==> src/rtl/mux_b_t_s_multi_if.sv <==
// Bus bundle for the temporal-to-spatial selector: candidate buses and temporal select
// come in on the slave side; the selected bus and status pulses go out.
interface mux_b_t_s_multi_if #(
    parameter int NUM_INPUTS = 16,
    parameter int BUS_WIDTH  = 8,
    parameter int CNT_W      = 5
);
    logic [NUM_INPUTS-1:0][BUS_WIDTH-1:0] inputs;
    logic                                 select_line;
    logic [BUS_WIDTH-1:0]                 y;
    logic                                 y_valid;
    logic [CNT_W-1:0]                     y_index;
    logic [CNT_W-1:0]                     gamma_idx;
    logic                                 no_event;
    logic                                 out_of_range;

    modport master (
        output inputs, select_line,
        input  y, y_valid, y_index, gamma_idx, no_event, out_of_range
    );

    modport slave (
        input  inputs, select_line,
        output y, y_valid, y_index, gamma_idx, no_event, out_of_range
    );
endinterface

==> src/rtl/mux_b_t_s_multi.sv <==
// Race-logic temporal-to-spatial selector: decodes a rising/falling/pulse-width coded select
// per gamma cycle and latches inputs[index] onto y. MUX_BTS_HOLD_EN keeps y across idle cycles.
module mux_b_t_s_multi #(
    parameter int GAMMA_CYCLE_WIDTH = 16,
    parameter int NUM_INPUTS        = GAMMA_CYCLE_WIDTH,
    parameter int BUS_WIDTH         = 8,
    parameter int MODE              = 0,
    parameter int CNT_W             = $clog2(GAMMA_CYCLE_WIDTH) + 1
) (
    input  logic              aclk,
    input  logic              grst_n,
    mux_b_t_s_multi_if.slave  bus
);

    localparam logic [CNT_W-1:0] ZERO_C = {CNT_W{1'b0}};
    localparam logic [CNT_W-1:0] ONE_C  = {{(CNT_W-1){1'b0}}, 1'b1};
    localparam logic [CNT_W-1:0] LAST_C = CNT_W'(GAMMA_CYCLE_WIDTH - 1);
    localparam logic [CNT_W-1:0] FULL_C = CNT_W'(GAMMA_CYCLE_WIDTH);
    localparam logic [CNT_W-1:0] NIN_C  = CNT_W'(NUM_INPUTS);

    logic [CNT_W-1:0]     gamma_r;
    logic [CNT_W-1:0]     width_r;
    logic [CNT_W-1:0]     y_index_r;
    logic [BUS_WIDTH-1:0] y_r;
    logic                 sel_q_r;
    logic                 taken_r;
    logic                 y_valid_r;
    logic                 no_event_r;
    logic                 oor_r;

    logic                 wrap_s;
    logic                 prev_s;
    logic                 edge_s;
    logic                 accept_s;
    logic                 oor_s;
    logic                 miss_s;
    logic [CNT_W-1:0]     width_nxt_s;
    logic [CNT_W-1:0]     idx_s;
    logic [BUS_WIDTH-1:0] pick_s;

    // Edge detection and running pulse width for the current sample.
    always_comb begin
        wrap_s      = (gamma_r == LAST_C);
        prev_s      = sel_q_r;
        edge_s      = 1'b0;
        width_nxt_s = width_r;
        if (bus.select_line && (width_r < FULL_C)) begin
            width_nxt_s = width_r + ONE_C;
        end else begin
            width_nxt_s = width_r;
        end
        // Forcing prev at cycle start makes a level already asserted count as index 0.
        if (gamma_r == ZERO_C) begin
            prev_s = (MODE == 1) ? 1'b1 : 1'b0;
        end else begin
            prev_s = sel_q_r;
        end
        case (MODE)
            0:       edge_s = bus.select_line & ~prev_s;
            1:       edge_s = ~bus.select_line & prev_s;
            default: edge_s = 1'b0;
        endcase
    end

    // Decode the sample into an index and classify it as accepted, out of range or missed.
    always_comb begin
        accept_s = 1'b0;
        oor_s    = 1'b0;
        idx_s    = ZERO_C;
        if (MODE == 2) begin
            idx_s = width_nxt_s - ONE_C;
            if (wrap_s && (width_nxt_s != ZERO_C) && (width_nxt_s <= NIN_C)) begin
                accept_s = 1'b1;
            end else if (wrap_s && (width_nxt_s > NIN_C)) begin
                oor_s = 1'b1;
            end else begin
                accept_s = 1'b0;
            end
        end else begin
            idx_s = gamma_r;
            if (edge_s && !taken_r && (gamma_r < NIN_C)) begin
                accept_s = 1'b1;
            end else if (edge_s && !taken_r) begin
                oor_s = 1'b1;
            end else begin
                accept_s = 1'b0;
            end
        end
        miss_s = wrap_s && !taken_r && !accept_s;
    end

    // Select the candidate bus for the decoded index without out-of-bounds array reads.
    always_comb begin
        pick_s = {BUS_WIDTH{1'b0}};
        for (int i = 0; i < NUM_INPUTS; i++) begin
            pick_s = (idx_s == CNT_W'(i)) ? bus.inputs[i] : pick_s;
        end
    end

    // Gamma counter, per-cycle bookkeeping and registered outputs.
    always_ff @(posedge aclk or negedge grst_n) begin
        if (!grst_n) begin
            gamma_r    <= ZERO_C;
            width_r    <= ZERO_C;
            y_index_r  <= ZERO_C;
            y_r        <= {BUS_WIDTH{1'b0}};
            sel_q_r    <= 1'b0;
            taken_r    <= 1'b0;
            y_valid_r  <= 1'b0;
            no_event_r <= 1'b0;
            oor_r      <= 1'b0;
        end else begin
            gamma_r    <= wrap_s ? ZERO_C : (gamma_r + ONE_C);
            width_r    <= wrap_s ? ZERO_C : width_nxt_s;
            taken_r    <= wrap_s ? 1'b0 : (taken_r | accept_s);
            sel_q_r    <= bus.select_line;
            y_valid_r  <= accept_s;
            no_event_r <= miss_s;
            oor_r      <= oor_s;
            if (accept_s) begin
                y_r       <= pick_s;
                y_index_r <= idx_s;
`ifdef MUX_BTS_HOLD_EN
            end else begin
                y_r       <= y_r;
                y_index_r <= y_index_r;
            end
`else
            end else if (miss_s) begin
                y_r       <= {BUS_WIDTH{1'b0}};
                y_index_r <= ZERO_C;
            end else begin
                y_r       <= y_r;
                y_index_r <= y_index_r;
            end
`endif
        end
    end

    assign bus.y            = y_r;
    assign bus.y_valid      = y_valid_r;
    assign bus.y_index      = y_index_r;
    assign bus.gamma_idx    = gamma_r;
    assign bus.no_event     = no_event_r;
    assign bus.out_of_range = oor_r;

endmodule

==> src/flat_wrapper.sv <==
// flat-port wrapper written by rule: the top's interface ports become plain ports
module mux_b_t_s_multi_flat 
#(
    parameter int GAMMA_CYCLE_WIDTH = 16,
    parameter int NUM_INPUTS        = GAMMA_CYCLE_WIDTH,
    parameter int BUS_WIDTH         = 8,
    parameter int MODE              = 0,
    parameter int CNT_W             = $clog2(GAMMA_CYCLE_WIDTH) + 1
)
  (aclk, grst_n, bus_inputs, bus_select_line, bus_y, bus_y_valid, bus_y_index, bus_gamma_idx, bus_no_event, bus_out_of_range);
  mux_b_t_s_multi_if #(.NUM_INPUTS(NUM_INPUTS), .BUS_WIDTH(BUS_WIDTH), .CNT_W(CNT_W)) bus_i ();
  input  logic aclk;
  input  logic grst_n;
  input wire logic [$bits(bus_i.inputs)-1:0] bus_inputs;
  input wire logic [$bits(bus_i.select_line)-1:0] bus_select_line;
  output wire logic [$bits(bus_i.y)-1:0] bus_y;
  output wire logic [$bits(bus_i.y_valid)-1:0] bus_y_valid;
  output wire logic [$bits(bus_i.y_index)-1:0] bus_y_index;
  output wire logic [$bits(bus_i.gamma_idx)-1:0] bus_gamma_idx;
  output wire logic [$bits(bus_i.no_event)-1:0] bus_no_event;
  output wire logic [$bits(bus_i.out_of_range)-1:0] bus_out_of_range;
  assign bus_i.inputs = bus_inputs;
  assign bus_i.select_line = bus_select_line;
  assign bus_y = bus_i.y;
  assign bus_y_valid = bus_i.y_valid;
  assign bus_y_index = bus_i.y_index;
  assign bus_gamma_idx = bus_i.gamma_idx;
  assign bus_no_event = bus_i.no_event;
  assign bus_out_of_range = bus_i.out_of_range;
  mux_b_t_s_multi #(.GAMMA_CYCLE_WIDTH(GAMMA_CYCLE_WIDTH), .NUM_INPUTS(NUM_INPUTS), .BUS_WIDTH(BUS_WIDTH), .MODE(MODE), .CNT_W(CNT_W)) u_core (.aclk(aclk), .grst_n(grst_n), .bus(bus_i));
endmodule
==> config.mk <==
export PLATFORM = sky130hd
export DESIGN_NAME = mux_b_t_s_multi_flat
export DESIGN_NICKNAME = d
export VERILOG_FILES = /design/src/rtl/mux_b_t_s_multi_if.sv /design/src/rtl/mux_b_t_s_multi.sv /design/src/flat_wrapper.sv
export SDC_FILE = /design/constraint.sdc
export NUM_CORES = 1
export LEC_CHECK = 0
export BUFFER_PORTS_ARGS = -buffer_cell sky130_fd_sc_hd__buf_2
export CAP_MARGIN = 20
export CORE_MARGIN = 2
export CORE_UTILIZATION = 45
export DETAILED_ROUTE_END_ITERATION = 12
export PLACE_DENSITY = 0.84
export SYNTH_ARGS = -nofsm -noshare
export SYNTH_HDL_FRONTEND = slang
export SYNTH_SLANG_ARGS = --single-unit
==> constraint.sdc <==
create_clock -name aclk -period 2.4 [get_ports aclk]
set_input_delay 0.6 -clock aclk [delete_from_list [all_inputs] [get_ports aclk]]
set_output_delay 0.6 -clock aclk [all_outputs]
set_load 0.1 [all_outputs]
Word level (Yosys, flattened, before mapping)
Index checks and enable logic that the tools add are counted.
Widths: inputs -> output; s select.
- register bits after elaboration: 23
- input bits: 131
- output and inout bits: 21
- word-level logic and storage cells: 62
- $add $sub $neg: 1
- magnitude comparators: 1
- equal/unequal tests: 15
- multiplexer cells: 26
- bitwise logic cells: 3
- reductions and logical operators: 8
- operator list (kind ; count):
    $mux 8 ; 18
    $eq 5x4->1 const B ; 8
    $eq 5x3->1 const B ; 4
    $mux 5 ; 3
    $eq 5x2->1 const B ; 2
    $add 5x1->5 const B ; 1
    $eq 5x1->1 const B ; 1
    $logic_not 5->1 ; 1
    $lt 5x5->1 const B ; 1
    $mux 1 ; 5
    $logic_and 1x1->1 ; 4
    $logic_not 1->1 ; 2
    $reduce_bool 2->1 ; 1
    $and 1x1->1 ; 1
    $not 1->1 ; 1
    $or 1x1->1 ; 1

Depth between registers and ports, before layout
- depth in word-level cells: 18
- depth in mapped cells: 10
- mapped depth without buffers: 8

Worst setup path after synthesis
OpenSTA, ideal clock, no wires.
- kind: register to register
- from: register u_core.gamma_r[0] (netlist: u_core.bus.gamma_idx[0])
- to: register u_core.y_r[3] (netlist: u_core.bus.y[3])
- library setup time: 0.066 ns
- data arrival time: 2.761 ns
- data required time: 2.334 ns
- slack: -0.426 ns
- stages on the path, launching flop included: 11
- buffers on the path: 2
- clock period less this slack: 2.826 ns
- cells stage by stage: dfrtp_1 > inv_1 > ha_1 > buf_4 > or4b_4 > a21oi_1 > o21ai_0 > clkbuf_1 > nand2_1 > a32oi_1 > o31a_1
- cells in the longest elaborated chain, start to end: 18
- elaborated cells between the ends (all ways): 44
- those cells by class: order compare (1); eq/ne (15); mux (19); bitwise (2); reduce/logical (7)
- ends and longest elaborated chain (item ; RTL line ; RTL):
    from (decl) ; mux_b_t_s_multi.sv:21 ; logic [CNT_W-1:0] gamma_r;
    from (signal assigned) ; mux_b_t_s_multi.sv:113 ; gamma_r <= wrap_s ? ZERO_C : (gamma_r + ONE_C);
    $logic_not 5->1 ; mux_b_t_s_multi.sv:53, mux_b_t_s_multi.sv:96 ;
    $mux 8 (16 in series) ; mux_b_t_s_multi.sv:96 ; pick_s = (idx_s == CNT_W'(i)) ? bus.inputs[i] : pick_s;
    $mux 8 ; mux_b_t_s_multi.sv:120 ; if (accept_s) begin
    to (signal assigned) ; mux_b_t_s_multi.sv:106 ; y_r <= {BUS_WIDTH{1'b0}};
    to (signal assigned) ; mux_b_t_s_multi.sv:121 ; y_r <= pick_s;
    to (signal assigned) ; mux_b_t_s_multi.sv:130 ; y_r <= {BUS_WIDTH{1'b0}};
    to (decl) ; mux_b_t_s_multi.sv:24 ; logic [BUS_WIDTH-1:0] y_r;
Parallel ways exist; a longest one is shown, timed or not.
A chain may end at the register's enable or synchronous reset.

Final worst setup path
- from: register u_core.gamma_r[0] (netlist: u_core.bus.gamma_idx[0])
- to: register u_core.y_r[6] (netlist: u_core.bus.y[6])
Same word-level chain as after synthesis.

==> summary.md <==
| Metric | Value |
|---|---|
| Status | `finished, violations left` |
| Violations in the final reports | `negative setup slack` |
| Ranking of synthesized cells by area | `dfrtp_1, a21oi_1, o21ai_0` |
| Synth top area share | `0.226` |
| Cells after DPL | `573` |
| Clock slew at reported path FFs | `0.09 ns` |
| DIE HEIGHT | `about 79 um` |
| EDFF count, synth | `0` |
| Main synth FF type | `dfrtp_1` |
| Critical Path, Cell by Cell | `inv_2 -> ha_1 -> buf_4 -> or2_1 -> o22ai_1 -> a211oi_2 -> o211ai_1 -> a32oi_1` |
| Antenna violations before repair | `0` |
| Slew HR | `0.633` |
| Post-Syn Area | `approximately 0.0025 mm2` |
| Initial core utilization | `0.466` |
| Drt first pass iters | `5` |
| CP peak stage delay | `0.49 ns` |
| Data required, critical path | `~2.6 ns` |
| Synth top cells by count | `a21oi_1, nand2_1, nor2_1, o21ai_0, dfrtp_1` |
| Fin. Hold Viols | `0` |
| Hold Path Class | `input port to async pin` |
| Most frequent cell after synthesis | `a21oi_1` |
| Routed WL | `10200 um` |
| TritonCTS clock tree | `done` |
| Fmax | `414 MHz` |
| Final Cell Area | `0.00361 mm2` |
| Yosys warnings | `0` |
| Clock Root Buffer | `clkbuf_8` |
| Antenna-violating nets left | `0` |
| Rows | `27` |
| Maxcap violations | `0` |
| Final Util | `0.659` |
| Buffers added on ports | `around 150` |
| Clk sinks | `23` |
| Unrepaired setup endpoints after global routing | `yes` |
| Setup Viol. Count Final | `1` |
| Sequential area share after synthesis | `0.226` |
| PD cells | `313 mW/mm2` |
| WL/cell | `between 15 and 20 um` |
| Critical Path AT | `around 2.6 ns` |
| Post-place instance area | `~0.0035 mm2` |
| Post-synth ARST share | `1.00` |
| DR iter-0 viols | `359` |
| R2R depth | `8` |
| Drt drc | `0` |
| Crit. End Element | `flop` |
| Die area | `around 0.0063 mm2` |
| Synthesized netlist cell count | `349` |
| P&R area growth vs syn | `41.5%` |
| Clock Skew | `0.00919 ns` |
| Vias in the first global route | `3223` |
| DR vias | `3495` |
| Clock buffer count from CTS | `3` |
| Launching element type of the critical path | `flop` |
| Total GRT Usage | `0.305` |
| Worst vdd ir | `230 uV` |
| DP Wirelength | `7960 um` |
| RePlAce Congestion | `0.982` |
| Synthesis-stage register bit count | `23` |
| Clock Latency Late Sink | `0.28 ns` |
| Largest net degree at the start of global routing | `27` |
| Fraction of layout cells with a size suffix above 1 | `0.420` |
| Post-synth top area cell | `dfrtp_1` |
| Final min period | `around 2.4 ns` |
| Non-filler instance count after layout | `about 580` |
| H-tree depth | `1` |
| Syn_nets | `484` |
| Slew at the pin with the worst max-slew slack | `~0.55 ns` |
| Crit Path Class | `flop to flop` |
| Slowest-stage cell, CP | `dfrtp_4` |
| Critical-path maximum fanout | `26` |
| NumNets Final | `about 640` |
| Die W | `79.3 um` |
| Ant diodes | `0` |
| Slew Limit Fails | `0` |
| Final Cycle Share | `1.01` |
| Vias per cell | `6.04` |
| Total grt overflow | `0` |
| LEAKAGE | `1.72 nW` |
| Total I/O pin count | `around 150` |
| Final worst slack | `-0.0179 ns` |
| CTS Buffer Depth | `2` |
| Synth unique cells | `60` |
| Mapped Avg Cell Area | `7.30 um2` |
| First-pass GRT wire length | `roughly 15000 um` |
| Core area | `0.00547 mm2` |
==> cell families after synthesis <==
family	after synthesis	synth area share
AOI/OAI and AO/OA	135	0.357
xor gates and xnor gates	2	0.00687
muxes	1	0.00393
adders and majority gates	4	0.0196
DFF	23	0.226
buffers and inverters	43	0.0761
and+or+nand+nor	141	0.310
==> layer usage <==
layer  GRT usage  share of wire
met1       0.414           0.40
met2       0.497           0.47
met3      0.0352          0.099
met4       0.121          0.027
met5           0              0
==> metrics by stage <==
stage / hold slack [ns] / power, W / worst slack [ns] / TNS, ns
2_1_floorplan: 0.304 / 0.000697 / -0.0136 / -0.0136
3_3_place_gp: 0.464 / 0.000868 / 0.109 / 0
3_5_place_dp: 0.474 / 0.000871 / -0.0461 / -0.0461
4_1_cts: 0.316 / 0.00112 / 0.00697 / 0
5_1_grt: 0.336 / 0.00116 / -0.129 / -0.250
6_report: 0.296 / 0.00113 / -0.0179 / -0.0179
==> cell type report <==
cell class | instances | area, um2
multi-input combinational | 283 | 1830
clock buffer | 4 | 45.0
tap | 72 | 90.1
inverter | 13 | 51.3
sequential | 23 | 587
fill | 484 | 1870
timing repair buffer | 184 | 1010
==> cell usage in the layout, fill, tap and decap left out, drive strengths merged, types with 5 or more instances in the layout <==
cell type	n
a21oi	43
nor2	31
buf	184
o21ai	25
dfrtp	23
a22o	5
o31a	5
nor4	5
nand2b	8
nand3	5
o221ai	5
nor3	13
a32oi	5
o22ai	12
inv	13
nor2b	12
nand2	32
a211oi	8
==> where the power goes <==
part / switching, W / leakage, nW / internal [W]
clock: 0.000141 / 0.0228 / 0.000119
combinational: 0.000297 / 1.41 / 0.000140
sequential: 0.0000181 / 0.286 / 0.000414
total: 0.000456 / 1.72 / 0.000673
==> repair_timing <==
action | in CTS | in global routing
hold buffers | 0 | 0
setup endpoints to repair | 2 | 7
buffers inserted | 0 | 2
gates resized for setup | 4 | 8
pin swaps | 0 | 4
==> worst max-delay path: cells and delay by family, from the launching register on <==
family | cells | cell delay [ns]
flops | 1 | 0.49
buf+inv | 2 | 0.42
simple gates | 1 | 0.24
compound gates | 4 | 0.82
fa+ha+maj | 1 | 0.36
==> registers in the layout, indices dropped and copies added (netlist names) <==
name,flops
u_core.bus.gamma_idx,5
u_core.bus.y,8
u_core.bus.no_event,1
u_core.taken_r,1
u_core.bus.y_index,5
u_core.bus.y_valid,1
u_core.sel_q_r,1
u_core.bus.out_of_range,1
==> worst paths after layout <==
| check | startpoint | endpoint | slack, ns |
|---|---|---|---|
| max | u_core.bus.gamma_idx[0]$_DFF_PN0_ | u_core.bus.y[6]$_DFFE_PN0P_ | -0.02 |
| min | grst_n | u_core.bus.y[6]$_DFFE_PN0P_ | 0.30 |
| max reg2reg | u_core.bus.gamma_idx[0]$_DFF_PN0_ | u_core.bus.y[6]$_DFFE_PN0P_ | -0.02 |
| min reg2reg | u_core.bus.y_index[4]$_DFFE_PN0P_ | u_core.bus.y_index[4]$_DFFE_PN0P_ | 0.49 |
| max in group asynchronous | grst_n | u_core.bus.gamma_idx[1]$_DFF_PN0_ | 1.69 |
| min in group aclk | bus_select_line | u_core.sel_q_r$_DFF_PN0_ | 0.45 |
(Power assumes the default switching activity.)
